**config.mk**
```make
export PLATFORM = sky130hd
export DESIGN_NAME = rx_symbol_packer
export DESIGN_NICKNAME = d
export VERILOG_FILES = /design/src/rtl/rx_pkg.sv /design/src/rtl/packer_fifo.sv /design/src/rtl/rx_symbol_packer.sv
export SDC_FILE = /design/constraint.sdc
export NUM_CORES = 1
export LEC_CHECK = 0
export CORE_ASPECT_RATIO = 1.1
export CORE_UTILIZATION = 45
export DETAILED_ROUTE_END_ITERATION = 7
export PLACE_DENSITY = 0.74
export SETUP_SLACK_MARGIN = 0.5
export SYNTH_ARGS = -nofsm -noshare
export SYNTH_HDL_FRONTEND = slang
export SYNTH_SLANG_ARGS = --single-unit
```
**constraint.sdc**
```tcl
create_clock -name clk_32M768 -period 7.35 [get_ports clk_32M768]
set_input_delay 1.47 -clock clk_32M768 [delete_from_list [all_inputs] [get_ports clk_32M768]]
set_output_delay 1.47 -clock clk_32M768 [all_outputs]
set_load 0.05 [all_outputs]
```
**src/rtl/rx_pkg.sv**
```systemverilog
// Shared encodings for the Rx symbol packer: modulation mode, FSM states
// and the bits-per-symbol helper.
package rx_pkg;

  typedef enum logic {
    IDLE = 1'b0,
    PACK = 1'b1
  } state_t;

  localparam logic MODE_BPSK = 1'b1;
  localparam logic MODE_QPSK = 1'b0;

  function automatic logic [1:0] bits_per_symbol(input logic mode);
    return (mode == MODE_QPSK) ? 2'd2 : 2'd1;
  endfunction

endpackage

```
**src/rtl/packer_fifo.sv**
```systemverilog
// Synchronous word FIFO with first-word-fall-through output; the head entry
// is visible on dout whenever the FIFO is not empty.
module packer_fifo #(
  parameter int WIDTH = 10,
  parameter int DEPTH = 4
) (
  input  logic             clk,
  input  logic             rst_n,
  input  logic             push,
  input  logic             pop,
  input  logic [WIDTH-1:0] din,
  output logic [WIDTH-1:0] dout,
  output logic             full,
  output logic             empty,
  output logic             dropped
);

  localparam int AW = $clog2(DEPTH);
  localparam int CW = $clog2(DEPTH + 1);

  logic [WIDTH-1:0] mem [DEPTH];
  logic [AW-1:0]    wr_ptr;
  logic [AW-1:0]    rd_ptr;
  logic [CW-1:0]    count;
  logic             do_push;
  logic             do_pop;

  // A pop frees the head slot in the same cycle, so a push into a full FIFO
  // still lands when the consumer is draining.
  always_comb begin
    full    = (count == CW'(DEPTH));
    empty   = (count == '0);
    do_pop  = pop && !empty;
    do_push = push && (!full || do_pop);
    dropped = push && !do_push;
    dout    = empty ? '0 : mem[rd_ptr];
  end

  always_ff @(posedge clk or negedge rst_n) begin
    if (!rst_n) begin
      for (int i = 0; i < DEPTH; i++) begin
        mem[i] <= '0;
      end
      wr_ptr <= '0;
      rd_ptr <= '0;
      count  <= '0;
    end else begin
      if (do_push) begin
        mem[wr_ptr] <= din;
        wr_ptr      <= wr_ptr + AW'(1);
      end
      if (do_pop) begin
        rd_ptr <= rd_ptr + AW'(1);
      end
      count <= count + CW'(do_push) - CW'(do_pop);
    end
  end

endmodule

```
**src/rtl/rx_symbol_packer.sv**
```systemverilog
// Packs BPSK/QPSK symbol decisions into framed words and presents them on an
// AXI-Stream master through a small buffering FIFO.
module rx_symbol_packer
  import rx_pkg::*;
#(
  parameter int BYTES      = 1,
  parameter int FIFO_DEPTH = 4,
  parameter int LEN_WIDTH  = 8
) (
  input  logic                 clk_32M768,
  input  logic                 rst_n_32M768,
  input  logic                 clk_enable,
  input  logic                 is_bpsk,
  input  logic                 frame_start,
  input  logic [LEN_WIDTH-1:0] frame_len,
  input  logic [1:0]           sym_data,
  input  logic                 sym_valid,
  output logic [8*BYTES-1:0]   m_tdata,
  output logic                 m_tvalid,
  input  logic                 m_tready,
  output logic                 m_tlast,
  output logic                 m_tuser,
  output logic                 busy,
  output logic                 overflow
);

  localparam int W     = 8 * BYTES;
  localparam int CNT_W = $clog2(W + 1);

  state_t               state;
  logic [W-1:0]         shift_reg;
  logic [W-1:0]         shift_next;
  logic [CNT_W-1:0]     bit_cnt;
  logic [CNT_W-1:0]     bit_cnt_next;
  logic [LEN_WIDTH-1:0] word_cnt;
  logic [LEN_WIDTH-1:0] len;
  logic                 mode;
  logic [1:0]           bps;
  logic                 word_done;
  logic                 last_word;
  logic                 push;
  logic                 pop;
  logic                 fifo_full;
  logic                 fifo_empty;
  logic                 dropped;
  logic [W+1:0]         fifo_din;
  logic [W+1:0]         fifo_dout;

  // The earliest received bit ends up in the MSB because every symbol
  // shifts in from the LSB side.
  always_comb begin
    bps          = bits_per_symbol(mode);
    shift_next   = (mode == MODE_BPSK) ? {shift_reg[W-2:0], sym_data[0]}
                                       : {shift_reg[W-3:0], sym_data};
    bit_cnt_next = bit_cnt + CNT_W'(bps);
    word_done    = (bit_cnt_next == CNT_W'(W));
    last_word    = (word_cnt == len - LEN_WIDTH'(1));
    push         = (state == PACK) && clk_enable && sym_valid && word_done;
    fifo_din     = {mode, last_word, shift_next};
    pop          = m_tvalid && m_tready;
  end

  // Dropped words still advance word_cnt so tlast stays on the true last word.
  always_ff @(posedge clk_32M768 or negedge rst_n_32M768) begin
    if (!rst_n_32M768) begin
      state     <= IDLE;
      busy      <= 1'b0;
      shift_reg <= '0;
      bit_cnt   <= '0;
      word_cnt  <= '0;
      len       <= '0;
      mode      <= MODE_QPSK;
      overflow  <= 1'b0;
    end else begin
      case (state)
        IDLE: begin
          if (clk_enable && frame_start && (frame_len != '0)) begin
            state     <= PACK;
            busy      <= 1'b1;
            len       <= frame_len;
            mode      <= is_bpsk;
            overflow  <= 1'b0;
            shift_reg <= '0;
            bit_cnt   <= '0;
            word_cnt  <= '0;
          end
        end
        PACK: begin
          if (clk_enable && sym_valid) begin
            shift_reg <= shift_next;
            if (word_done) begin
              bit_cnt  <= '0;
              word_cnt <= word_cnt + LEN_WIDTH'(1);
              if (dropped) begin
                overflow <= 1'b1;
              end
              if (last_word) begin
                state <= IDLE;
                busy  <= 1'b0;
              end
            end else begin
              bit_cnt <= bit_cnt_next;
            end
          end
        end
        default: begin
          state <= IDLE;
          busy  <= 1'b0;
        end
      endcase
    end
  end

  packer_fifo #(
    .WIDTH (W + 2),
    .DEPTH (FIFO_DEPTH)
  ) u_fifo (
    .clk     (clk_32M768),
    .rst_n   (rst_n_32M768),
    .push    (push),
    .pop     (pop),
    .din     (fifo_din),
    .dout    (fifo_dout),
    .full    (fifo_full),
    .empty   (fifo_empty),
    .dropped (dropped)
  );

  assign m_tvalid = !fifo_empty;
  assign m_tdata  = fifo_dout[W-1:0];
  assign m_tlast  = fifo_dout[W];
  assign m_tuser  = fifo_dout[W+1];

endmodule

```
==> results of run 1 <==
[Yosys cell counts, types with 4 or more instances]
cell type  number
nand2_1        47
clkbuf_1        7
mux2_2         45
a211oi_1        4
mux4_2         10
a21oi_1         4
xnor2_1        14
ha_1           10
nor3_1          4
nand3_1         6
dfrtp_1        78
a22o_1          4
and2_1         13
mux2_4          4
nor2_1         14
inv_1          14
o21ai_0        15
xor2_1          4
nand3_4         4
[power breakdown]
part / switching [mW] / internal [mW]
Sequential: 0.112 / 0.516
Clock: 0.180 / 0.130
Combinational: 0.237 / 0.217
Total: 0.529 / 0.863
[stage by stage]
step           hold WS, ns  area (µm²)  setup WS, ns  instances  utilization
2_1_floorplan        0.444        4040          3.87        338            -
3_3_place_gp         0.462        4410          3.21        467        0.517
3_5_place_dp         0.482        4410          3.11        467        0.517
4_1_cts              0.501        4600          3.20        483        0.539
5_1_grt              0.522        4600          3.09        483        0.539
6_report             0.494        4600          3.25        483        0.539
[layout make-up]
| type | instances | area, µm² |
|---|---|---|
| Clock buffer | 9 | 124 |
| Clock inverter | 7 | 63.8 |
| Fill cell | 754 | 3940 |
| Inverter | 14 | 52.6 |
| Multi-Input combinational cell | 235 | 1980 |
| Sequential cell | 78 | 1950 |
| Tap cell | 111 | 139 |
| Timing Repair Buffer | 29 | 288 |
[cell usage in the layout, fill, tap and decap left out, types with 2 or more instances in the layout]
cell,instances
a22o_1,4
and2_1,13
ha_1,10
nand2_1,47
nor4_1,3
fa_1,2
nor2_1,14
o21ai_0,14
nor3_1,4
nand3_4,4
a211oi_1,4
clkdlybuf4s50_1,28
inv_6,2
nand3_1,6
nand4b_1,2
and3_1,2
mux2_2,45
xnor2_1,14
o21ai_1,2
inv_1,14
nand2b_1,3
clkinvlp_4,2
dfrtp_1,78
a21oi_1,4
xor2_1,4
mux2_4,4
mux4_2,10
clkbuf_8,9
or3_1,2
inv_8,2
[worst register-to-register path, stage by stage (launching register included)]
cell	delay (ns)
dfrtp_1	0.66
ha_1	0.29
fa_1	0.44
nor2_1	0.20
nand4_1	0.36
a21oi_4	0.51
nand2_1	0.19
inv_1	0.09
ha_1	0.14
inv_1	0.05
fa_1	0.37
xnor2_1	0.17
xnor2_1	0.13
[metal layers]
| metal | vias to the layer above | track usage | share of wire | wire, µm |
|---|---|---|---|---|
| met5 | - | 0 | 0 | 0 |
| met4 | 0 | 0.0853 | 0.024 | 182 |
| met3 | 14 | 0.0353 | 0.019 | 140 |
| met2 | 35 | 0.294 | 0.48 | 3580 |
| met1 | 1270 | 0.232 | 0.48 | 3610 |
| li1 | 1244 | - | - | - |
[cell families (layout without fill, tap and decap cells)]
family          Yosys count  after routing
flops                    78             78
mux                      60             60
simple gates            110            110
buf+inv                  25             59
xor+xnor                 18             18
fa+ha+maj                12             12
compound gates           35             35
[final timing paths]
path,endpoint,slack [ns],cells past startpoint
setup reg to reg,u_fifo.count[2]$_DFF_PN0_,3.70,12
hold / removal,u_fifo.count[2]$_DFF_PN0_,0.49,1
hold reg to reg,u_fifo.count[2]$_DFF_PN0_,0.49,1
max in group asynchronous,u_fifo.mem[10]$_DFFE_PN0P_,5.42,1
min in group asynchronous,word_cnt[6]$_DFFE_PN0P_,1.26,1
setup / recovery,m_tdata[2],3.25,3
==> results_dict.tcl, run 1 <==
set metrics [dict create \
    status "completed" \
    core_area_mm2 0.00854 \
    crit_family "flip-flops" \
    synthMuxAreaShare 0.199 \
    die-area_mm2 0.00935 \
    grt_pass1_wl_mm 12.7 \
    finalMaxSlewViolations 0 \
    grt_pass1_vias 2644 \
    fin_crit_ns 4.10 \
    die_h_um 101 \
    synth_nets 367 \
    grtUsageTotal 0.180 \
    worst-endpoint-required_ns 5.88 \
    ctsResizeCount 0 \
    seq_area_frac_synth 0.484 \
    fmax_ghz 0.244 \
    fin_crit_sh 0.558 \
    start_util 0.473 \
    top_regs "u_fifo.mem: 40 flops, len: 8 flops, word_cnt: 8 flops" \
    dr.pass1.iters 4 \
    remaining_drc_errors 0 \
    yosys.area_share.simple 0.146 \
    cp_cell_sequence "mux4_2, and2_1, clkdlybuf4s50_1" \
    fin_skew_ns 0.0150 \
    overflow 0 \
    netlist_area_mm2 0.00404 \
    gp_congestion 0.814 \
    area.growth.synth_to_final_pct 13.9 \
    totalWireLength_mm 7.51 \
    synthAdderAreaFrac 0.0409 \
    critical_path_buf_inv_count 1 \
    worst-path-max-fanout 12 \
    crit_type "flip-flop to output port" \
    crit_path_top_delay_cell "dfrtp_1" \
    viasPerCell 5.31 \
    timing.slew.headroom 0.174 \
    postCtsSetupBuffers 0 \
    cts_max_level 3 \
    ys_top_cells_by_area "dfrtp_1, mux2_2, mux4_2" \
    wl_per_cell_um 15.6 \
    arrival_ns 2.63 \
    antennaDiodeCount 0 \
    nNetsFinal 396 \
    num_vias 2563 \
    yosysTopAreaCell "dfrtp_1" \
    regMostFlops "u_fifo.mem" \
    hold_class "flip-flop to flip-flop" \
    drive_gt1_frac 0.234 \
    cts_sinks 78 \
    cts_tree "built" \
    rsz0062_at_grt "false" \
    ys_types 47 \
    cp-end-kind "output port" \
    insertion_delay_ns 0.36 \
    synth_compound_area_frac 0.0663 \
    yosysWarnings 0 \
    die_w_um 92.3 \
    largest_reg_flops 40 \
    synth_xor_area_frac 0.0391 \
    ioPinCount 30 \
    power.density_mw_per_mm2 303 \
    portBuffers 29 \
    drv_cap 0 \
    tightest_slew_ns 1.23 \
    cts_buffer_depth 2 \
    ys.flop_type "dfrtp_1" \
    synth_top_family_by_area "multiplexers" \
    dp_hpwl_mm 5.16 \
    async_flop_share 1.00 \
    antenna_found_initial 0 \
    drt_first_iter_violations 82 \
    peakVddDrop_v 0.000141 \
    synth_area_per_cell_um2 11.9 \
    synth-seq-cells 78 \
    leakage_nw 2.09 \
    slowest_delay_ns 0.81 \
    setup-tns-final_ns 0 \
    r2r-start "mode$_DFFE_PN0P_" \
    clkSlewWorstSetupHoldPaths_ns 0.09 \
    cts-buffers-inserted 9 \
    antenna_left 0 \
    grt_max_degree 79 \
    power_mw 1.39 \
    synth_edf_count 0 \
    postSynthCellCount 338 \
    startpoint_type "flip-flop" \
    rows 35 \
    hold_violations 0 \
    startpoint "u_fifo.rd_ptr[0]$_DFFE_PN0P_" \
    ctsHoldBuffers 0 \
    synthDominantCellAreaShare 0.484 \
    setup_viol 0 \
    hp-start "u_fifo.count[2]$_DFF_PN0_" \
    cts-root-buf "clkbuf_8" \
]
Note: power is estimated with default switching activity, not from simulation.
==> inputs of run 2 (changes only) <==
- PLACE_DENSITY: 0.74 -> 0.76
- clock period: 7.35 -> 3.3 ns (I/O delays scaled with it)
==> results_dict.tcl, run 2 (synthesis results as in run 1) <==
set metrics [dict create \
    antenna_found_initial 0 \
    ioPinCount 30 \
    timing.slew.headroom 0.348 \
    drive_gt1_frac 0.297 \
    totalWireLength_mm 7.68 \
    finalMaxSlewViolations 0 \
    final_common_cell "dfrtp_1" \
    grtUsageTotal 0.187 \
    cts_tree "built" \
    top_regs "u_fifo.mem: 40 flops, len: 8 flops, word_cnt: 8 flops" \
    drv_cap 0 \
    clkSlewWorstSetupHoldPaths_ns 0.08 \
    die-area_mm2 0.00935 \
    ctsHoldBuffers 0 \
    viasPerCell 5.32 \
    antennaDiodeCount 0 \
    drt_first_iter_violations 124 \
    cts_buffer_depth 2 \
    arrival_ns 2.95 \
    peakVddDrop_v 0.000369 \
    cts_sinks 78 \
    core_area_mm2 0.00854 \
    layout.area.seq_mm2 0.00195 \
    dr.pass1.iters 4 \
    cts_max_level 3 \
    fin_crit_ns 2.72 \
    start_util 0.473 \
    tightest_slew_ns 0.978 \
    overflow 0 \
    hold_violations 0 \
    largest_reg_flops 40 \
    gp_congestion 0.778 \
    cts-root-buf "clkbuf_8" \
    rsz0062_at_grt "false" \
    fin_skew_ns 0.0115 \
    fmax_ghz 0.368 \
    final_cell_mix "dfrtp_1, nand2_1, mux2_2" \
    worst-endpoint-required_ns 3.53 \
    fillers 720 \
    power.density_mw_per_mm2 691 \
    fin_crit_sh 0.824 \
    remaining_drc_errors 0 \
    finish.utilization 0.550 \
    status "completed" \
    grt_max_degree 79 \
    rows 35 \
    worst-path-max-fanout 3 \
    worstRegToRegCells 12 \
    insertion_delay_ns 0.35 \
    num_vias 2618 \
    area.growth.synth_to_final_pct 16.4 \
    nNetsFinal 405 \
    cp-end-kind "flip-flop" \
    die_h_um 101 \
    grt_pass1_wl_mm 13.3 \
    wl_per_cell_um 15.6 \
    regMostFlops "u_fifo.mem" \
    multiInputGateArea_mm2 0.00201 \
    crit_type "flip-flop to flip-flop" \
    antenna_left 0 \
    leakage_nw 2.16 \
    cts-buffers-inserted 9 \
    grt_pass1_vias 2728 \
    dp_hpwl_mm 5.36 \
    die_w_um 92.3 \
    hold_class "input port to asynchronous set/reset pin" \
    startpoint_type "flip-flop" \
    setup-tns-final_ns 0 \
    setup_viol 0 \
    portBuffers 29 \
]
-- run 2: cell types whose count changed in the layout (fill, tap and decap cells not counted), moves of 2 or more --
cell	change
inv_8	-2
clkdlybuf4s50_1	-11
clkbuf_8	+2
buf_4	+8
inv_2	+3
inv_1	-3
dlygate4sd2_1	+3
ha_1	-2
clkbuf_2	+5
clkdlybuf4s15_2	+3
-- run 2: where the power goes --
part	internal [mW]	switching (mW)
sequential	1.15	0.209
clock	0.394	0.351
combinational	0.527	0.615
-- run 2: final cells by class --
cell class              count  area share
multi-input cells         235       0.428
well taps                 111      0.0296
flip-flops and latches     78       0.416
repair buffers             38      0.0711
inverters                  14      0.0112
clock inverters             4      0.0115
clock buffers              12      0.0330
-- run 2: metrics by stage --
| step | area, µm² | cells | total power [mW] | hold slack, ns | setup WS (ns) |
|---|---|---|---|---|---|
| finish | 4700 | 492 | 3.25 | 0.441 | 0.580 |
| global route | 4700 | 492 | 3.48 | 0.522 | 0.455 |
| CTS | 4680 | 490 | 3.23 | 0.486 | 0.482 |
| detailed placement | 4470 | 474 | 2.50 | 0.470 | 0.456 |
| global placement | 4470 | 474 | 2.44 | 0.459 | 0.525 |
| floorplan | 4050 | 338 | 2.20 | 0.364 | 0.321 |
-- run 2: path summary, 6_finish.rpt --
check                                         startpoint                            to  slack (ns)
worst max-delay path                    mode$_DFFE_PN0P_     u_fifo.count[2]$_DFF_PN0_        0.58
worst min-delay path                        rst_n_32M768            len[2]$_DFFE_PN0P_        0.44
worst max register to register          mode$_DFFE_PN0P_     u_fifo.count[2]$_DFF_PN0_        0.58
worst min register to register  shift_reg[6]$_DFFE_PN0P_      shift_reg[6]$_DFFE_PN0P_        0.50
max in group asynchronous                   rst_n_32M768  u_fifo.rd_ptr[0]$_DFFE_PN0P_        2.14
min in group clk_32M768         shift_reg[6]$_DFFE_PN0P_      shift_reg[6]$_DFFE_PN0P_        0.50
-- run 2: repair_timing --
action	CTS	global route
setup buffers	0	2
gates resized for setup	18	17
pin swaps	0	9
endpoints found under the setup margin	11	8
-- run 2: metal layers --
layer,track usage,vias to the layer above,share of wire
met1,0.231,1315,0.45
met5,0,-,0
met2,0.321,35,0.51
li1,-,1257,-
met3,0.0465,11,0.026
met4,0.0685,0,0.016
-- run 2: worst max-delay path: stages (launching register included) --
cell and delay, ns:
dfrtp_1 0.42, ha_2 0.20, fa_1 0.47, nor2_2 0.15, nand4_1 0.18, a21oi_4 0.19
nand2_2 0.09, inv_2 0.07, ha_4 0.12, inv_2 0.04, fa_2 0.38, xnor2_2 0.15
xnor2_1 0.14
==> inputs of run 3 (changes only) <==
- PLACE_DENSITY: 0.76 -> 0.74
- clock period: 3.3 -> 2.6 ns (I/O delays scaled with it)
==> results_dict.tcl, run 3 (synthesis results as in run 1) <==
set metrics [dict create \
    rows 35 \
    worst-endpoint-required_ns 2.83 \
    die_w_um 92.3 \
    grt_pass1_vias 2710 \
    timing.hold.ws_ns 0.306 \
    cts_tree "built" \
    remaining_drc_errors 0 \
    rsz0062_at_grt "true" \
    antennaDiodeCount 0 \
    peakVddDrop_v 0.000388 \
    die_h_um 101 \
    cp-end-kind "flip-flop" \
    antenna_left 0 \
    wl_per_cell_um 17.4 \
    grtUsageTotal 0.190 \
    worst-path-max-fanout 2 \
    gp_congestion 0.779 \
    setup_viol 1 \
    die-area_mm2 0.00935 \
    cts_buffer_depth 2 \
    top_regs "u_fifo.mem: 40 flops, len: 8 flops, word_cnt: 8 flops" \
    grt_pass1_wl_mm 13.4 \
    hold_class "input port to asynchronous set/reset pin" \
    regMostFlops "u_fifo.mem" \
    num_vias 2860 \
    setup-tns-final_ns -0.0277 \
    power.density_mw_per_mm2 834 \
    power_frac_comb 0.415 \
    grt_max_degree 79 \
    status "complete, but fails checks" \
    power_switching_mw 1.68 \
    power_mw 4.38 \
    crit_type "flip-flop to flip-flop" \
    arrival_ns 2.86 \
    drive_gt1_frac 0.413 \
    ctsHoldBuffers 0 \
    viasPerCell 5.50 \
    leakage_nw 2.43 \
    portBuffers 29 \
    core_area_mm2 0.00854 \
    ioPinCount 30 \
    antenna_found_initial 0 \
    hold_violations 0 \
    violations "setup timing" \
    totalWireLength_mm 9.07 \
    pwr-share-clk 0.193 \
    area.growth.synth_to_final_pct 30.1 \
    fmax_ghz 0.381 \
    largest_reg_flops 40 \
    timing.slew.headroom 0.338 \
    nNetsFinal 433 \
    cts_sinks 78 \
    fin_crit_sh 1.01 \
    fillers 637 \
    drv_cap 0 \
    pwr-share-seq 0.393 \
    cts-buffers-inserted 9 \
    finalMaxSlewViolations 0 \
    switching_share 0.384 \
    clkSlewWorstSetupHoldPaths_ns 0.10 \
    dp_hpwl_mm 5.36 \
    tightest_slew_ns 0.993 \
    cts_max_level 3 \
    cts-root-buf "clkbuf_8" \
    fin_crit_ns 2.63 \
    start_util 0.473 \
    dr.pass1.iters 4 \
    insertion_delay_ns 0.35 \
    final_common_cell "dfrtp_1" \
    overflow 0 \
    fin_skew_ns 0.0181 \
    fin_ws_ns -0.0277 \
    final_cell_mix "dfrtp_1, nand2_1, mux2_4" \
    drt_first_iter_violations 120 \
    p_int_mw 2.70 \
    startpoint_type "flip-flop" \
]
run 3: path summary, 6_finish.rpt:
| check | startpoint | endpoint | slack, ns | cells past startpoint |
|---|---|---|---|---|
| max | mode$_DFFE_PN0P_ | u_fifo.count[2]$_DFF_PN0_ | -0.03 | 12 |
| min | rst_n_32M768 | len[2]$_DFFE_PN0P_ | 0.31 | 1 |
| max reg2reg | mode$_DFFE_PN0P_ | u_fifo.count[2]$_DFF_PN0_ | -0.03 | 12 |
| min reg2reg | u_fifo.count[2]$_DFF_PN0_ | u_fifo.count[2]$_DFF_PN0_ | 0.51 | 1 |
| max in group asynchronous | rst_n_32M768 | u_fifo.rd_ptr[1]$_DFFE_PN0P_ | 1.55 | 1 |
| min in group clk_32M768 | u_fifo.count[2]$_DFF_PN0_ | u_fifo.count[2]$_DFF_PN0_ | 0.51 | 1 |
run 3: cell type report:
| type | count | area [µm²] | area share |
|---|---|---|---|
| Multi-Input combinational cell | 239 | 2280 | 0.434 |
| Sequential cell | 78 | 1960 | 0.372 |
| Timing Repair Buffer | 62 | 647 | 0.123 |
| Tap cell | 111 | 139 | 0.0264 |
| Clock buffer | 9 | 124 | 0.0236 |
| Clock inverter | 7 | 55.1 | 0.0105 |
| Inverter | 14 | 55.1 | 0.0105 |
run 3: worst max-delay path: stages, from the launching register on:
cell and delay (ns):
dfrtp_1 0.39, ha_2 0.21, fa_2 0.45, nor2_2 0.12, nand4_1 0.18, a21oi_4 0.23, nand2_2 0.08, inv_2 0.07
ha_4 0.12, inv_2 0.03, fa_2 0.36, xnor2_2 0.14, xnor2_1 0.12
run 3: timing repair:
| item | 4_1_cts | 5_1_grt |
|---|---|---|
| setup endpoints to repair | 63 | 67 |
| endpoints found under the hold margin | 0 | 0 |
| cloned | 1 | 4 |
| resized for setup | 54 | 51 |
| pin swaps | 31 | 8 |
| setup buffers | 5 | 6 |
run 3: power groups by stage:
stage / Clock (mW) / Combinational, mW / Sequential (mW)
2_1_floorplan: 0 / 1.13 / 1.65
3_3_place_gp: 0 / 1.44 / 1.71
3_5_place_dp: 0 / 1.49 / 1.72
4_1_cts: 0.859 / 1.67 / 1.69
5_1_grt: 0.920 / 1.99 / 1.76
6_report: 0.843 / 1.82 / 1.72
run 3: stage by stage:
stage	std cells	cell area [µm²]	utilization	setup WS, ns
after floorplan	338	4050	-	-0.367
after global placement	488	4550	0.533	0.0184
after detailed placement	488	4550	0.533	-0.0607
after CTS	510	4950	0.580	-0.0232
after global routing	520	5250	0.615	-0.142
final	520	5250	0.615	-0.0277
run 3: per-layer routing:
metal / wire length [µm] / vias to the layer above / part of all wire / global-route usage
li1: - / 1330 / - / -
met4: 183 / 0 / 0.020 / 0.0625
met1: 3970 / 1461 / 0.44 / 0.244
met3: 262 / 14 / 0.029 / 0.0390
met5: 0 / - / 0 / 0
met2: 4650 / 55 / 0.51 / 0.324
